### src/rtl/instr_fetch_unit.sv
// Instruction fetch unit: holds the fetch PC, issues 1-cycle-latency word reads and buffers
// returned words in a small FIFO presented to decode with a valid/ready handshake.
module instr_fetch_unit #(
  parameter int unsigned ADDR_W   = 10,
  parameter logic [31:0] RESET_PC = 32'h0000_0000,
  parameter int unsigned DEPTH    = 2
) (
  input  logic              clk,
  input  logic              rst_n,
  output logic              imem_req,
  output logic [ADDR_W-1:0] imem_addr,
  input  logic [31:0]       imem_rdata,
  input  logic              imem_valid,
  output logic [31:0]       instr,
  output logic [31:0]       instr_pc,
  output logic              instr_valid,
  input  logic              instr_ready,
  input  logic              redirect,
  input  logic [31:0]       redirect_pc
);

  localparam int unsigned PtrW = (DEPTH > 1) ? $clog2(DEPTH) : 1;
  localparam int unsigned CntW = PtrW + 1;

  logic [31:0]     fetch_pc_q;
  logic [31:0]     inflight_pc_q;
  logic            outstanding_q;
  logic [31:0]     data_q [DEPTH];
  logic [31:0]     pc_q   [DEPTH];
  logic [PtrW-1:0] wptr_q;
  logic [PtrW-1:0] rptr_q;
  logic [CntW-1:0] count_q;
  logic [31:0]     last_instr_q;
  logic [31:0]     last_pc_q;

  logic            empty;
  logic            pop;
  logic            push;
  logic [CntW:0]   slots_used;
  logic            unused_redirect_lsbs;

  assign unused_redirect_lsbs = ^redirect_pc[1:0];

  always_comb begin
    empty       = (count_q == '0);
    instr_valid = !empty;
    pop         = instr_valid && instr_ready;
    // A response landing in a redirect cycle is wrong-path and is dropped with the flush.
    push        = imem_valid && outstanding_q && !redirect;
    // Occupancy plus the in-flight word, with a same-cycle pop already freeing its slot.
    slots_used  = {1'b0, count_q} + {{CntW{1'b0}}, outstanding_q} - {{CntW{1'b0}}, pop};
    imem_req    = !redirect && (slots_used < (CntW + 1)'(DEPTH));
    imem_addr   = fetch_pc_q[ADDR_W+1:2];
    instr       = empty ? last_instr_q : data_q[rptr_q];
    instr_pc    = empty ? last_pc_q : pc_q[rptr_q];
  end

  always_ff @(posedge clk or negedge rst_n) begin
    if (!rst_n) begin
      fetch_pc_q    <= RESET_PC;
      inflight_pc_q <= '0;
      outstanding_q <= 1'b0;
      wptr_q        <= '0;
      rptr_q        <= '0;
      count_q       <= '0;
      last_instr_q  <= '0;
      last_pc_q     <= '0;
      for (int i = 0; i < DEPTH; i++) begin
        data_q[i] <= '0;
        pc_q[i]   <= '0;
      end
    end else begin
      if (pop) begin
        last_instr_q <= instr;
        last_pc_q    <= instr_pc;
      end
      if (redirect) begin
        fetch_pc_q    <= {redirect_pc[31:2], 2'b00};
        outstanding_q <= 1'b0;
        wptr_q        <= '0;
        rptr_q        <= '0;
        count_q       <= '0;
      end else begin
        if (imem_req) begin
          inflight_pc_q <= fetch_pc_q;
          fetch_pc_q    <= fetch_pc_q + 32'd4;
          outstanding_q <= 1'b1;
        end else if (push) begin
          outstanding_q <= 1'b0;
        end
        if (push) begin
          data_q[wptr_q] <= imem_rdata;
          pc_q[wptr_q]   <= inflight_pc_q;
          wptr_q         <= wptr_q + 1'b1;
        end
        if (pop) begin
          rptr_q <= rptr_q + 1'b1;
        end
        count_q <= count_q + {{PtrW{1'b0}}, push} - {{PtrW{1'b0}}, pop};
      end
    end
  end

endmodule

### config.mk
export PLATFORM = sky130hd
export DESIGN_NAME = instr_fetch_unit
export DESIGN_NICKNAME = d
export VERILOG_FILES = /design/src/rtl/instr_fetch_unit.sv
export SDC_FILE = /design/constraint.sdc
export NUM_CORES = 1
export LEC_CHECK = 0
export CAP_MARGIN = 40
export CORE_ASPECT_RATIO = 0.75
export CORE_MARGIN = 4
export CORE_UTILIZATION = 59
export CTS_CLUSTER_SIZE = 25
export DETAILED_ROUTE_END_ITERATION = 10
export GPL_ROUTABILITY_DRIVEN = 1
export PLACE_DENSITY = 0.84
export SETUP_SLACK_MARGIN = 0.4
export SYNTH_ARGS = -nofsm -noshare
export SYNTH_HDL_FRONTEND = slang
export SYNTH_SLANG_ARGS = --single-unit
export TNS_END_PERCENT = 30
### constraint.sdc
create_clock -name clk -period 5 [get_ports clk]
set_clock_uncertainty 0.05 [all_clocks]
set_input_delay 1 -clock clk [delete_from_list [all_inputs] [get_ports clk]]
set_output_delay 1 -clock clk [all_outputs]
set_load 0.01 [all_outputs]
==> out/metrics.yaml, run 1 <==
status:
  status: "finished, final reports clean"
die:
  rows: 43
  fp.dieW_um: 168
  core-area_um2: 18600
  die_height_um: 128
  io_pins: 145
  dieArea_um2: 21400
  start_util_pct: 60.6
final_layout:
  num-nets-final: 1165
  n_fill_cell: 1262
  antenna_cells: 0
  instances_no_fill: 1357
  final_area_um2: 13700
  layout-drive-gt1-share_pct: 20.4
  area_growth_pct: 21.5
sta:
  hold-worst-slack_ns: 0.432
  period_needed_ns: 4.23
  slew_headroom_pct: 38.0
  fmax_mhz: 236
  setup_viol: 0
  finalHoldViolCount: 0
  fin_ws_ns: 0.770
  rsz0062_at_grt: "false"
  worst_pin_slew_ns: 0.930
  setup-tns-final_ns: 0
  drv_slew: 0
  finalCritPeriodShare_pct: 84.6
run:
  drv_cap: 0
drt:
  drt-initial-drc-count: 596
  routed_wl_um: 23900
  drt-pass1-iter-count: 5
  wl_per_cell_um: 17.6
  drcViolationCount: 0
  via_per_inst: 5.63
  dr_total_vias: 7638
  ant_nets: 0
clock_network:
  cts_buffers: 24
  clk_latency_ns: 0.50
  clkTransAtPathRegs_ns: 0.06
  cts-root-buf: "clkbuf_16"
  htreeDepth: 1
  cts_sinks: 253
  cts_tree: "built"
  cts.path.max_buffers: 3
synthesis:
  ys.flop_type: "dfrtp_1"
  ys_seq_area_share_pct: 56.1
  synth_cell_type_count: 41
  ys_async_sr_fraction_pct: 100
  syn_inst: 975
  synth.net_count: 1047
  ys_ff_latch: 253
  synth-edff-count: 0
  synth_area_um2: 11300
  syn_avg_cell_area_um2: 11.6
  ys.warnings.count: 0
global_route:
  grt_util_met3_pct: 3.39
  grt_pass1_vias: 7724
  grt_max_degree: 116
  met2_usage_pct: 35.7
  busiest_layer: "met2"
  grt_pass1_wl_um: 40000
  grt_use_met1_pct: 34.1
  track_usage_pct: 22.6
  antenna_found_initial: 0
  grt-ovfl-total: 0
placed_design:
  placed_area_um2: 12900
  gp_congestion: 0.787
  dp_hpwl_um: 15400
  place_ws_ns: 0.224
  dp.cells: 1313
  port_buffers: 142
worst_setup_path:
  crit_chain: "or2_4, buf_4, buf_12, nor2_1, a21oi_1, clkdlybuf4s50_1"
  cp_slowest_cell: "clkdlybuf4s50_1"
  critical_path_arrival_ns: 3.18
  cp_slowest_stage_delay_ns: 0.59
  reg2reg_depth: 10
  cp-start-kind: "register"
  endpoint_kind: "output pin"
  cp.required_ns: 3.95
  crit_fanout: 54
  critical_path_class: "reg2out"
power:
  power_density_nw_per_um2: 708
  ir_worst_vdd_mv: 0.389
  p_leak_nw: 5.94
hold_path:
  min_path_type: "reg2reg"
  hold_depth: 2
## kinds of logic (layout without fill, tap and decap cells)
| logic type | after synthesis | in the layout | share of synthesized area [%] |
|---|---|---|---|
| DFF | 253 | 253 | 56.1 |
| AOI/OAI and AO/OA | 159 | 159 | 7.16 |
| adders and majority gates | 3 | 3 | 0.399 |
| xor gates and xnor gates | 34 | 34 | 2.70 |
| buffers and inverters | 74 | 209 | 3.36 |
| muxes | 216 | 216 | 20.9 |
| and+or+nand+nor | 236 | 236 | 9.35 |
## routing by layer
layer	routed length (µm)	vias to the layer above
met3	1190	28
met2	10900	227
met1	11400	3773
met5	0	-
met4	401	0
li1	-	3610
## metrics by stage
step / utilization, % / power, mW
detailed placement: 69.2 / 7.83
global placement: 68.7 / 7.60
finish: 73.7 / 9.72
CTS: 73.7 / 9.79
global route: 73.7 / 10.4
floorplan: - / 5.97
## layout make-up
class	instances	area [µm²]	area share, %
inverters	4	15.0	0.109
flip-flops and latches	253	6330	46.2
well taps	247	309	2.25
clock buffers	35	703	5.13
multi-input cells	648	4600	33.5
repair buffers	162	1640	11.9
clock inverters	8	115	0.839
## worst max-delay path: cells and delay by family (launching register included)
kind	cells	cell delay, ns
buf+inv	3	1.44
flops	1	0.53
simple gates	2	0.45
compound gates	1	0.23
## state kept, by name, summed over array words and instances, names as in the netlist, 2 cells and up
register and count:
fetch_pc_q 30, last_pc_q 32, count_q 2, inflight_pc_q 30, pc_q 60, last_instr_q 32
data_q 64
## report_power, final
part | switching, mW | total, mW | internal, mW
registers | 0.517 | 3.38 | 2.86
clock network | 0.741 | 1.87 | 1.13
logic | 2.17 | 4.47 | 2.30
## worst paths after layout
| path | from | end | slack, ns |
|---|---|---|---|
| setup / recovery | count_q[1] | instr[13] | 0.77 |
| hold / removal | last_instr_q[9] | last_instr_q[9] | 0.43 |
| setup reg to reg | count_q[1] | fetch_pc_q[27] | 1.58 |
| hold reg to reg | last_instr_q[9] | last_instr_q[9] | 0.43 |
| max in group asynchronous | rst_n | pc_q[61] | 3.37 |
| min in group asynchronous | rst_n | data_q[26] | 0.49 |
## cells in the final DEF (no fill, tap or decap), drive strengths merged, types with 3 or more instances in the layout
| cell type | netlist | routed |
|---|---|---|
| dfrtp | 253 | 253 |
| mux2 | 153 | 153 |
| clkdlybuf4s50 | 0 | 139 |
| nand2 | 110 | 110 |
| o21ai | 91 | 91 |
| nor2 | 72 | 72 |
| a21oi | 65 | 65 |
| mux2i | 63 | 63 |
| clkbuf | 34 | 35 |
| buf | 36 | 22 |
| xnor2 | 20 | 20 |
| xor2 | 14 | 14 |
| nand3 | 10 | 10 |
| nor3 | 9 | 9 |
| nand4 | 8 | 8 |
| and2 | 5 | 5 |
| clkinv | 0 | 5 |
| nor4 | 5 | 5 |
| inv | 4 | 4 |
| and3 | 4 | 4 |
| and4 | 4 | 4 |
| nor2b | 3 | 3 |
| bufinv | 0 | 3 |
## repair_timing
| item | in CTS | in global routing |
|---|---|---|
| hold buffers | 0 | 0 |
| endpoints found under the setup margin | 1 | 1 |
| pin swaps | 1 | 1 |
| resized for setup | 2 | 1 |
| setup buffers | 1 | 0 |
## synthesized netlist by cell type (10+ instances only)
master	count	area, µm²
a21oi_1	65	325
buf_2	20	100
buf_4	11	82.6
clkbuf_1	32	120
dfrtp_1	253	6330
mux2_2	150	1690
mux2i_1	63	631
nand2_1	108	405
nand3_1	10	50.1
nor2_1	72	270
o21ai_0	89	445
xnor2_1	19	166
xor2_1	14	123
(Power assumes the default switching activity.)
==> run 2, diff against run 1 <==
CORE_UTILIZATION = 50   (was 59)
PLACE_DENSITY = 0.76   (was 0.84)
clock period = 3.7 ns   (was 5 ns; I/O delays follow)
==> run 2 against run 1 <==
Effect of this change:
- wire length grew 3.1%
- register-to-register slack got worse by 0.81 ns
- via count is 0.59% lower
- global-route usage down 3.2 points
- critical path depth grew 3
- count of clock-buffer cells in the layout stayed put
==> out/metrics.yaml, run 2 (synthesized netlist as in run 1, its figures left out) <==
sta:
  slew_headroom_pct: 48.2  # +10 points
  rsz0062_at_grt: "true"
  setup_viol: 0  # unchanged
  setup-tns-final_ns: 0  # unchanged
  finalHoldViolCount: 0  # unchanged
  period_needed_ns: 3.30
  fin_ws_ns: 0.398  # -0.372 ns
  finalCritPeriodShare_pct: 89.2
  worst_pin_slew_ns: 0.777  # -0.153 ns
  fmax_mhz: 303
  drv_slew: 0  # unchanged
  hold-worst-slack_ns: 0.200  # -0.232 ns
placed_design:
  place_ws_ns: -0.177  # -0.401 ns
  dp_hpwl_um: 16000  # +3.9%
  gp_congestion: 0.809  # +2.7%
  port_buffers: 142  # unchanged
  dp.cells: 1367  # +4.1%
die:
  start_util_pct: 51.1  # -9.6 points
  dieArea_um2: 25100  # +17%
  rows: 47  # +9.3%
  core-area_um2: 22100  # +19%
  fp.dieW_um: 182  # +8.2%
  die_height_um: 138  # +8.1%
  io_pins: 145  # unchanged
clock_network:
  cts-root-buf: "clkbuf_16"
  htreeDepth: 1  # unchanged
  hold_buffers: 0  # unchanged
  cts.path.max_buffers: 3  # unchanged
  cts_sinks: 253  # unchanged
  clk_latency_ns: 0.51  # about the same
  cts_tree: "built"
  clkTransAtPathRegs_ns: 0.06  # about the same
  cts_buffers: 26  # +8.3%
global_route:
  track_usage_pct: 19.4  # -3.2 points
  grt-ovfl-total: 0  # unchanged
  grt_pass1_wl_um: 40300  # +0.76%
  grt_pass1_vias: 7715  # -0.12%
  antenna_found_initial: 0  # unchanged
  grt_max_degree: 131  # +13%
drt:
  drt-initial-drc-count: 483  # -19%
  wl_per_cell_um: 17.4  # -1.3%
  routed_wl_um: 24600  # +3.1%
  drt-pass1-iter-count: 7  # +2
  dr_total_vias: 7593  # -0.59%
  ant_nets: 0  # unchanged
  drcViolationCount: 0  # unchanged
  via_per_inst: 5.36  # -4.8%
worst_setup_path:
  endpoint_kind: "output pin"
  cp-start-kind: "register"
  crit_fanout: 2  # -96%
  critical_path_class: "reg2out"
  rrSetupSlack_ns: 0.77  # -0.81 ns
  cp.required_ns: 2.91  # -1.04 ns
  critical_path_arrival_ns: 2.51  # -0.67 ns
power:
  p_comb_share_pct: 45.9  # about the same
  sw_frac_of_total_pct: 35.0  # -0.32 points
  netSwitchingPower_mw: 4.70  # +37%
  p_seq_share_pct: 33.8  # -1.0 points
  power_density_nw_per_um2: 962  # +36%
  ir_worst_vdd_mv: 0.713  # +83%
  p_leak_nw: 6.03  # +1.6%
  p_int_mw: 8.74  # +39%
  clockPowerShare_pct: 20.3  # +1.1 points
  p_total_mw: 13.4  # +38%
hold_path:
  min_path_type: "in2async"
final_layout:
  area_growth_pct: 23.8
  largest_register_ffs: 64  # unchanged
  layout_commonest_cell: "dfrtp_1"
  antenna_cells: 0  # unchanged
  top_regs: "data_q: 64 flops, pc_q: 60 flops"
  instances_no_fill: 1417  # +4.4%
  n_fill_cell: 1751  # +39%
  mostFrequentLayoutCells: "251 x dfrtp_1, 150 x mux2_2, 138 x clkdlybuf4s50_1"
  top_register: "data_q"
  num-nets-final: 1177  # +1.0%
  layout-drive-gt1-share_pct: 22.1  # +1.7 points
run:
  drv_cap: 0  # unchanged
status:
  status: "finished, final reports clean"
run 2: worst paths after layout:
check                               from          endpoint  cells past startpoint
max                           count_q[1]          imem_req                      9
min                                rst_n  last_instr_q[21]                      1
max reg2reg                   count_q[1]    fetch_pc_q[30]                     12
min reg2reg                last_pc_q[22]     last_pc_q[22]                      2
max in group asynchronous          rst_n          pc_q[39]                      2
min in group clk           last_pc_q[22]     last_pc_q[22]                      2
run 2: worst max-delay path: stages (launching register included):
cell	delay, ns
dfrtp_2	0.41
or2_4	0.28
nand2_4	0.09
nor2_4	0.04
buf_4	0.12
fa_2	0.55
nand2_2	0.07
or2_1	0.24
inv_2	0.09
buf_2	0.13
run 2: layer usage:
| metal | up-vias | share of wire (%) | wire length, µm | track usage (%) |
|---|---|---|---|---|
| met4 | 0 | 2.0 | 495 | 4.18 |
| li1 | 3627 | - | - | - |
| met1 | 3744 | 50 | 12200 | 29.1 |
| met3 | 40 | 4.3 | 1070 | 3.36 |
| met5 | - | 0 | 0 | 0 |
| met2 | 182 | 44 | 10800 | 30.0 |
run 2: what timing repair did:
action                                  in CTS  in global routing
gates resized for setup                      5                  0
setup buffers                                4                  0
pin swaps                                    1                  0
endpoints found under the setup margin      14                  7
endpoints found under the hold margin        0                  0
run 2: layout make-up:
type                    instances  area, µm²  area share [%]
clock buffers                  35        776            5.55
clock inverters                11        139           0.994
inverters                       4       15.0           0.107
multi-input cells             648       4610            33.0
flip-flops and latches        253       6340            45.3
well taps                     294        368            2.63
repair buffers                172       1730            12.4
run 2: power by group through the flow:
stage	combinational, mW	clock, mW	sequential (mW)
floorplan	3.76	0	4.34
global placement	5.95	0	4.56
detailed placement	6.12	0	4.63
CTS	6.24	2.79	4.54
global route	6.75	2.92	4.67
finish	6.16	2.73	4.55
run 2: through the flow:
stage | area [µm²] | util [%]
final | 14000 | 63.2
after global routing | 14000 | 63.2
after CTS | 14000 | 63.2
after detailed placement | 13000 | 58.9
after global placement | 13000 | 58.8
after floorplan | 11300 | -
